--- config.mk ---
export PLATFORM = sky130hd
export DESIGN_NAME = mips_instr_encoder
export DESIGN_NICKNAME = d
export VERILOG_FILES = /design/src/rtl/mips_instr_encoder.sv
export SDC_FILE = /design/constraint.sdc
export NUM_CORES = 1
export LEC_CHECK = 0
export CAP_MARGIN = 20
export CORE_ASPECT_RATIO = 1.25
export CORE_MARGIN = 3
export CORE_UTILIZATION = 40
export CTS_BUF_LIST = sky130_fd_sc_hd__clkbuf_8
export CTS_CLUSTER_SIZE = 12
export DETAILED_ROUTE_END_ITERATION = 12
export DONT_BUFFER_PORTS = 1
export GPL_TIMING_DRIVEN = 0
export PLACE_DENSITY = 0.53
export SYNTH_ARGS = -nofsm -noshare
export SYNTH_HDL_FRONTEND = slang
export SYNTH_SLANG_ARGS = --single-unit
export TNS_END_PERCENT = 10
--- constraint.sdc ---
create_clock -name clk -period 4.88 [get_ports clk]
set_input_delay 0.976 -clock clk [delete_from_list [all_inputs] [get_ports clk]]
set_output_delay 0.976 -clock clk [all_outputs]
set_load 0.005 [all_outputs]
--- src/rtl/mips_instr_encoder.sv ---
// Encodes decoded MIPS commands into sequential instruction-memory writes, one registered word per command (li: two).
// Backpressure: cmd_ready drops during reset/clear, while the li low word is pending, and once memory is full.
module mips_instr_encoder #(
   parameter int unsigned ADDR_W    = 8,
   parameter logic [31:0] BASE_ADDR = 32'h00400000
) (
   input  logic              clk,
   input  logic              reset,
   input  logic              clear,
   input  logic              cmd_valid,
   output logic              cmd_ready,
   input  logic [4:0]        cmd_op,
   input  logic [4:0]        cmd_rs,
   input  logic [4:0]        cmd_rt,
   input  logic [4:0]        cmd_rd,
   input  logic [4:0]        cmd_shamt,
   input  logic [31:0]       cmd_imm,
   output logic              imem_we,
   output logic [ADDR_W-1:0] imem_addr,
   output logic [31:0]       imem_wdata,
   output logic [ADDR_W:0]   words_written,
   output logic              full,
   output logic              err_valid,
   output logic [2:0]        err_code
);
   localparam logic [ADDR_W:0] DEPTH    = {1'b1, {ADDR_W{1'b0}}};
   localparam logic [ADDR_W:0] LAST_PTR = {1'b0, {ADDR_W{1'b1}}};
   localparam logic [ADDR_W:0] ONE      = {{ADDR_W{1'b0}}, 1'b1};

   typedef enum logic [0:0] {IDLE, LI_LO} state_t;

   typedef struct packed {
      logic [31:0] word;
      logic [31:0] loWord;
      logic        isLi;
      logic [2:0]  errCode;
   } enc_t;

   state_t          state, stateNext;
   enc_t            enc;
   logic [ADDR_W:0] ptr;
   logic [31:0]     pendingLo;
   logic [29:0]     pcNextWord;
   logic [29:0]     diffWords;
   logic            misaligned, offsetOk, regionOk, accept;
   logic [5:0]      funct, opcode;
   logic [2:0]      brErr, jmpErr, liErr;

   function automatic logic [5:0] functOf(input logic [4:0] op);
      case (op)
         5'd0:    functOf = 6'h20;
         5'd1:    functOf = 6'h21;
         5'd2:    functOf = 6'h22;
         5'd3:    functOf = 6'h23;
         5'd4:    functOf = 6'h24;
         5'd5:    functOf = 6'h25;
         5'd6:    functOf = 6'h26;
         5'd7:    functOf = 6'h27;
         5'd8:    functOf = 6'h2a;
         5'd9:    functOf = 6'h2b;
         5'd11:   functOf = 6'h02;
         5'd12:   functOf = 6'h03;
         5'd13:   functOf = 6'h08;
         5'd14:   functOf = 6'h09;
         default: functOf = 6'h00;
      endcase
   endfunction

   function automatic logic [5:0] opcodeOf(input logic [4:0] op);
      case (op)
         5'd15:   opcodeOf = 6'h0f;
         5'd16:   opcodeOf = 6'h08;
         5'd17:   opcodeOf = 6'h09;
         5'd18:   opcodeOf = 6'h0c;
         5'd19:   opcodeOf = 6'h0d;
         5'd20:   opcodeOf = 6'h0a;
         5'd21:   opcodeOf = 6'h0b;
         5'd22:   opcodeOf = 6'h23;
         5'd23:   opcodeOf = 6'h2b;
         5'd24:   opcodeOf = 6'h04;
         5'd25:   opcodeOf = 6'h05;
         5'd26:   opcodeOf = 6'h06;
         5'd27:   opcodeOf = 6'h07;
         5'd28:   opcodeOf = 6'h01;
         5'd29:   opcodeOf = 6'h02;
         5'd30:   opcodeOf = 6'h03;
         default: opcodeOf = 6'h00;
      endcase
   endfunction

   assign funct  = functOf(cmd_op);
   assign opcode = opcodeOf(cmd_op);

   // Branch/jump arithmetic in word units; the base is word aligned so the low byte bits never borrow.
   assign pcNextWord = BASE_ADDR[31:2] + 30'(ptr) + 30'd1;
   assign diffWords  = cmd_imm[31:2] - pcNextWord;
   assign misaligned = cmd_imm[1:0] != 2'b00;
   assign offsetOk   = (diffWords[29:15] == '0) || (diffWords[29:15] == '1);
   assign regionOk   = cmd_imm[31:28] == pcNextWord[29:26];

   assign brErr  = misaligned ? 3'd2 : (!offsetOk ? 3'd1 : 3'd0);
   assign jmpErr = misaligned ? 3'd2 : (!regionOk ? 3'd3 : 3'd0);
   assign liErr  = (ptr == LAST_PTR) ? 3'd4 : 3'd0;

   always_comb begin
      enc = '0;
      case (cmd_op)
         5'd0, 5'd1, 5'd2, 5'd3, 5'd4, 5'd5, 5'd6, 5'd7, 5'd8, 5'd9:
            enc.word = {6'h00, cmd_rs, cmd_rt, cmd_rd, cmd_shamt, funct};
         5'd10, 5'd11, 5'd12:
            enc.word = {6'h00, 5'd0, cmd_rt, cmd_rd, cmd_shamt, funct};
         5'd13:
            enc.word = {6'h00, cmd_rs, 15'd0, funct};
         5'd14:
            enc.word = {6'h00, cmd_rs, 5'd0, cmd_rd, 5'd0, funct};
         5'd15:
            enc.word = {opcode, 5'd0, cmd_rt, cmd_imm[15:0]};
         5'd16, 5'd17, 5'd18, 5'd19, 5'd20, 5'd21, 5'd22, 5'd23:
            enc.word = {opcode, cmd_rs, cmd_rt, cmd_imm[15:0]};
         5'd24, 5'd25: begin
            enc.word    = {opcode, cmd_rs, cmd_rt, diffWords[15:0]};
            enc.errCode = brErr;
         end
         5'd26, 5'd27, 5'd28: begin
            enc.word    = {opcode, cmd_rs, 5'd0, diffWords[15:0]};
            enc.errCode = brErr;
         end
         5'd29, 5'd30: begin
            enc.word    = {opcode, cmd_imm[27:2]};
            enc.errCode = jmpErr;
         end
         default: begin
            enc.word    = {6'h0f, 5'd0, cmd_rt, cmd_imm[31:16]};
            enc.loWord  = {6'h0d, cmd_rt, cmd_rt, cmd_imm[15:0]};
            enc.isLi    = 1'b1;
            enc.errCode = liErr;
         end
      endcase
   end

   assign full          = ptr == DEPTH;
   assign words_written = ptr;
   assign cmd_ready     = !reset && (state == IDLE) && !full && !clear;
   assign accept        = cmd_valid && cmd_ready;

   always_ff @(posedge clk) begin
      if (reset) state <= IDLE;
      else       state <= stateNext;
   end

   always_comb begin
      stateNext = state;
      case (state)
         IDLE:    if (accept && enc.isLi && enc.errCode == 3'd0) stateNext = LI_LO;
         LI_LO:   stateNext = IDLE;
         default: stateNext = IDLE;
      endcase
      if (clear) stateNext = IDLE;
   end

   always_ff @(posedge clk) begin
      if (reset) begin
         ptr        <= '0;
         pendingLo  <= '0;
         imem_we    <= 1'b0;
         imem_addr  <= '0;
         imem_wdata <= '0;
         err_valid  <= 1'b0;
         err_code   <= 3'd0;
      end else begin
         imem_we   <= 1'b0;
         err_valid <= 1'b0;
         if (clear) begin
            ptr <= '0;
         end else if (state == LI_LO) begin
            imem_we    <= 1'b1;
            imem_addr  <= ptr[ADDR_W-1:0];
            imem_wdata <= pendingLo;
            ptr        <= ptr + ONE;
         end else if (accept) begin
            if (enc.errCode != 3'd0) begin
               err_valid <= 1'b1;
               err_code  <= enc.errCode;
            end else begin
               imem_we    <= 1'b1;
               imem_addr  <= ptr[ADDR_W-1:0];
               imem_wdata <= enc.word;
               ptr        <= ptr + ONE;
               if (enc.isLi) pendingLo <= enc.loWord;
            end
         end
      end
   end
endmodule

# After elaboration in Yosys (flattened, before gate mapping)
# Memory sizes are Yosys's and may differ from the RTL's.
# Index checks and enable logic that the tools add are counted.
# word_totals
ff_bits	87
rom_bits	240
input_bits	61
output_inout_bits	56
elab_cells	108
memories	2
# mem_list
memory	depth	word_bits	rd	rd_clocked_by_memory_dff	wr	line_no	text
(no name shown)	32	5	1	0	0	70	case (op)
(no name shown)	16	5	1	0	0	50	case (op)
# classes
n_addsub	4
n_eq_ne	35
n_mux	24
bitwise	4
n_reduce_logical	31
# op_table
op	count
32-bit case mux with 9 select lines	1
32-bit 2-to-1 mux	3
5-bit == test (second input constant)	15
5-bit by 4-bit == test with 1-bit output (second input constant)	8
31-bit 2-to-1 mux	1
31-bit OR reduction	1
30-bit by 23-bit subtractor with 30-bit output	1
9-bit 2-to-1 mux	3
8-bit 2-to-1 mux	3
24-bit OR reduction	1
22-bit by 1-bit adder with 23-bit output (second input constant)	1
21-bit by 9-bit adder with 22-bit output (first input constant)	1
5-bit by 3-bit == test with 1-bit output (second input constant)	4
15-bit == test (second input constant)	1
15-bit zero test	1
5-bit by 2-bit == test with 1-bit output (second input constant)	2
10-bit OR reduction	1
9-bit by 1-bit adder with 9-bit output (second input constant)	1
9-bit by 8-bit == test with 1-bit output (second input constant)	1
9-bit == test (second input constant)	1
3-bit case mux with 3 select lines	1
8-bit OR reduction	1
1-bit logical AND	6
1-bit 2-to-1 mux	6
other kinds (22)	33

# Logic depth before layout (Yosys ltp)
# logic_depth
depth_word	12
depth_mapped	17
ltp_nobuf	16

# Worst setup path after synthesis
# No wires, ideal clock.
# synth_path
kind	in2reg
from	in cmd_imm[7]
to	reg imem_wdata[16]
setup_time_ns	0.136
arrival_ns	4.395
t_required_ns	4.744
path_slack_ns	0.349
path_stages	14
n_path_buf	2
path_cell_list	ha_1 ha_1 nand3_1 or2_1 a211o_1 and2_1 o2111ai_1 a211oi_1 or4_1 o41a_1 a211oi_4 buf_6 buf_4 a211oi_1
# synth_via
elab_chain_len	9
word_cells_on_any_way	10
# synth_lines
element	line_no	text
start, declared	17	input logic [31:0] cmd_imm,
30-bit by 23-bit subtractor with 30-bit output (*)	96	assign diffWords = cmd_imm[31:2] - pcNextWord;
15-bit == test or 15-bit zero test (tied branches)	98	assign offsetOk = (diffWords[29:15] == '0) || (diffWords[29:15] == '1);
1-bit logical OR (*)	98	
1-bit 2-to-1 mux (*)	101	assign brErr = misaligned ? 3'd2 : (!offsetOk ? 3'd1 : 3'd0);
2-bit 2-to-1 mux (*)	101	
3-bit case mux with 3 select lines (*)	107	case (cmd_op)
3-bit nonzero test (*)	181	if (enc.errCode != 3'd0) begin
2-bit inequality test (no line) (*)	n/a	
3-bit AND reduction (no line) (*)	n/a	
end signal, assigned	178	imem_wdata <= pendingLo;
end signal, assigned	187	imem_wdata <= enc.word;
end, declared	20	output logic [31:0] imem_wdata,
# Mark *: on every way between the ends. The rest lies on a longest branch, timed or not.
# A chain may end at the register's enable or synchronous reset.

# Worst setup path after layout
# layout_path
from	in cmd_imm[6]
to	reg imem_wdata[15]
# layout_via
elab_chain_len	9
word_cells_on_any_way	14
# layout_lines
element	line_no
30-bit by 23-bit subtractor with 30-bit output (*)	96
15-bit == test or 15-bit zero test (tied branches)	98
1-bit logical OR	98
1-bit 2-to-1 mux	101
2-bit 2-to-1 mux	101
3-bit case mux with 3 select lines	107
3-bit nonzero test	181
2-bit inequality test (no line)	n/a
3-bit AND reduction (no line)	n/a
# Mark *: on every way between the ends. The rest lies on a longest branch, timed or not. The select of a mux whose other input is x is not followed.

==> run_results.csv <==
group,metric,value,unit
final_layout,finalNonFillerCells,965,
timing,post-route-period-util,98.1,%
synth,synthesis.instances,773,
power_and_ir_drop,p_int,0.00113,W
final_layout,final_common_cell,"nand2_1",
setup_path,crit_arrival,5030,ps
run_status,status,"finished, final reports clean",
global_routing,grt_max_degree,14,
clock_network,cts_sinks,76,
detailed_routing,drt_iter0_markers,574,
final_layout,final_cell_mix,"nand2_1, nor2_1, a21oi_1, dfxtp_1",
detailed_routing,dr.pass1.iters,7,
final_layout,final_cell_area,6360,um2
global_routing,grt_usage,27.8,%
timing,rsz0062_at_grt,"yes",
timing,skew,8.36,ps
power_and_ir_drop,p_clk_share,35.3,%
global_routing,grt_pass1_vias,5910,
timing,fin_ws,92.5,ps
global_routing,grt_pass1_wl,34.2,mm
placement,hpwl,18.0,mm
synth,async_flop_share,0,%
synth,ys_types,70,
power_and_ir_drop,p_sw_share,33.2,%
placement,placed_area,6020,um2
setup_path,cp_max_fo,10,
detailed_routing,final_antenna_net_count,0,
clock_network,cts.clk_slew.worst_paths,90,ps
floorplan,dieArea,16000,um2
power_and_ir_drop,leakage,2.22,nW
setup_path,critical_path_required,5120,ps
clock_network,htree_levels,3,
timing,slew_viol_final,0,
floorplan,core,14000,um2
timing,final.min_clock_period,4790,ps
synth,yosysWarnings,0,
setup_path,r2r_setup_slack,170,ps
clock_network,cts_tree,"done",
power_and_ir_drop,seqPwrFrac,37.9,%
setup_path,end_kind,"flip-flop",
setup_path,cp-startpoint,"cmd_imm[6]",
setup_path,start_kind,"primary input",
floorplan,die_height,141,um
power_and_ir_drop,powerDensity,267,nW/um2
placement,portBuffers,0,
final_layout,final-seq-area,1530,um2
placement,gp_congestion,0.973,
final_layout,n_fill_cell,1466,
power_and_ir_drop,netSwitchingPower,0.000562,W
clock_network,cts_root_buf,"clkbuf_8",
clock_network,numCtsBuffers,9,
final_layout,multi_input_area,3980,um2
min_path,hold_start,"pendingLo[7]",
final_layout,final_nets,885,
floorplan,placementRows,48,
synth,postSynthAreaPerCell,7.51,um2
synth,synth_edf_count,0,
floorplan,start_util,41.5,%
final_layout,diodes,0,
flow_run,max-cap-violations,0,
placement,dp_cells,948,
synth,yosysSeqAreaShare,26.2,%
setup_path,reg2reg_depth,16,
placement,preCtsSetupSlack,-608,ps
synth,ys.flop_type,"dfxtp_1",
synth,synth.ff_latch_count,76,
timing,max_freq,209,MHz
timing,slew-limit-headroom,41.8,%
synth,synth_fp_nets,873,
detailed_routing,num_vias,6079,
power_and_ir_drop,combPwrFrac,26.8,%
detailed_routing,wl_per_cell,23.5,um
synth,netlist_area,5810,um2
min_path,hold_path_end,"pendingLo[7]",
detailed_routing,drc,0,
timing,tightest_slew,865,ps
global_routing,antenna_found_initial,0,
floorplan,die-width,114,um
timing,hold_violations,0,
detailed_routing,wirelength,22.7,mm
setup_path,r2r_start,"words_written[3]",
global_routing,grt.overflow.total,0,
final_layout,drive_gt1_share,8.73,%
timing,setup_viol,0,
min_path,hold_path_depth,2,
setup_path,rr_endpoint,"imem_wdata[15]",
clock_network,clockBufferDepth,2,
power_and_ir_drop,ir_drop,0.185,mV
floorplan,io_pins,117,
min_path,hold_path_class,"flip-flop to flip-flop",
detailed_routing,vias_per_cell,6.30,
setup_path,critPathKind,"primary input to flip-flop",
timing,tns,0,ps
clock_network,clk_latency,380,ps
final_layout,areaGrowthSynthToFinish,9.50,%
through the flow:
| stage | power (W) | util [%] | hold WS [ps] |
|---|---|---|---|
| 4_1_cts | 0.00170 | 45.1 | 459 |
| 2_1_floorplan | 0.000973 | - | 432 |
| 6_report | 0.00169 | 45.4 | 461 |
| 3_3_place_gp | 0.00109 | 43.1 | 439 |
| 3_5_place_dp | 0.00109 | 43.1 | 447 |
| 5_1_grt | 0.00178 | 45.4 | 478 |
power by group through the flow:
stage          sequential [W]  combinational (W)  clock (W)
6_report             0.000642           0.000455   0.000598
5_1_grt              0.000643           0.000499   0.000635
4_1_cts              0.000642           0.000442   0.000615
3_5_place_dp         0.000657           0.000435          0
3_3_place_gp         0.000657           0.000431          0
2_1_floorplan        0.000654           0.000319          0
registers in the layout, indices dropped and copies added, names as in the netlist:
| register | cells |
|---|---|
| words_written | 9 |
| imem_addr | 8 |
| imem_wdata | 31 |
| err_code | 3 |
| state | 1 |
| pendingLo | 22 |
| err_valid | 1 |
| imem_we | 1 |
layout make-up:
cell class / instances / share of cell area, %
buffer: 50 / 3.72
clock buffer: 9 / 1.95
clock inverter: 7 / 1.81
inverter: 35 / 2.07
multi-input combinational: 611 / 62.5
sequential: 76 / 24.0
tap: 175 / 3.44
timing repair buffer: 2 / 0.433
per-layer routing:
layer | share of wire, % | global-route usage (%) | wire [um]
met1 | 39 | 32.6 | 8760
met2 | 51 | 48.1 | 11600
met3 | 7.0 | 6.14 | 1590
met4 | 3.3 | 11.9 | 745
met5 | 0 | 0 | 0
worst max-delay path by stage:
stage / slack [ps] / to / depth (start not counted)
floorplan: 350 / imem_wdata[16] / 14
global placement: -610 / imem_wdata[15] / 16
detailed placement: -610 / imem_wdata[15] / 16
CTS: 50 / imem_wdata[15] / 16
global route: -40 / words_written[1] / 16
finish: 90 / imem_wdata[15] / 15
cells in the mapped netlist, types with 6 or more instances:
library cell | count | share of area [%]
a222oi_1 | 20 | 3.4
nor3_1 | 14 | 1.2
mux2i_1 | 19 | 3.3
nand2_1 | 97 | 6.3
clkbuf_1 | 34 | 2.2
o21a_1 | 7 | 0.91
ha_1 | 38 | 8.2
nor4_1 | 8 | 0.86
a211oi_1 | 22 | 2.8
xor2_1 | 7 | 1.1
inv_1 | 35 | 2.3
a31oi_1 | 6 | 0.65
a22oi_1 | 7 | 0.91
dfxtp_1 | 76 | 26
nand3_1 | 19 | 1.6
nand4_1 | 14 | 1.5
o21ai_0 | 33 | 2.8
a21o_1 | 10 | 1.3
a211oi_2 | 10 | 2.2
a21oi_1 | 74 | 6.4
xnor2_1 | 15 | 2.3
a311oi_1 | 8 | 1.2
and3_1 | 6 | 0.65
buf_2 | 6 | 0.52
nor2_1 | 93 | 6.0
timing repair:
action,in CTS,in global routing
gates resized for setup,3,20
hold buffers,0,0
cloned,0,0
setup endpoints to repair,42,50
buffers inserted,1,1
pin swaps,1,4
cells by family after synthesis:
family / after synthesis / synth area share (%)
compound gates: 244 / 29.7
xor+xnor: 22 / 3.32
fa+ha+maj: 39 / 8.53
buf+inv: 86 / 6.40
flops: 76 / 26.2
mux: 19 / 3.28
other cells: 1 / 0.0646
simple gates: 286 / 22.5
worst max-delay path: stages:
cell	delay (ps)
ha_1	280
ha_2	370
nand3_1	90
or2_1	260
a211o_1	370
and2_1	230
o2111ai_1	260
a211oi_1	170
or4_1	560
o41a_1	530
a211oi_4	290
buf_12	160
buf_6	170
buf_4	200
a211oi_1	90
No activity file was read; power rests on OpenSTA's default activity.
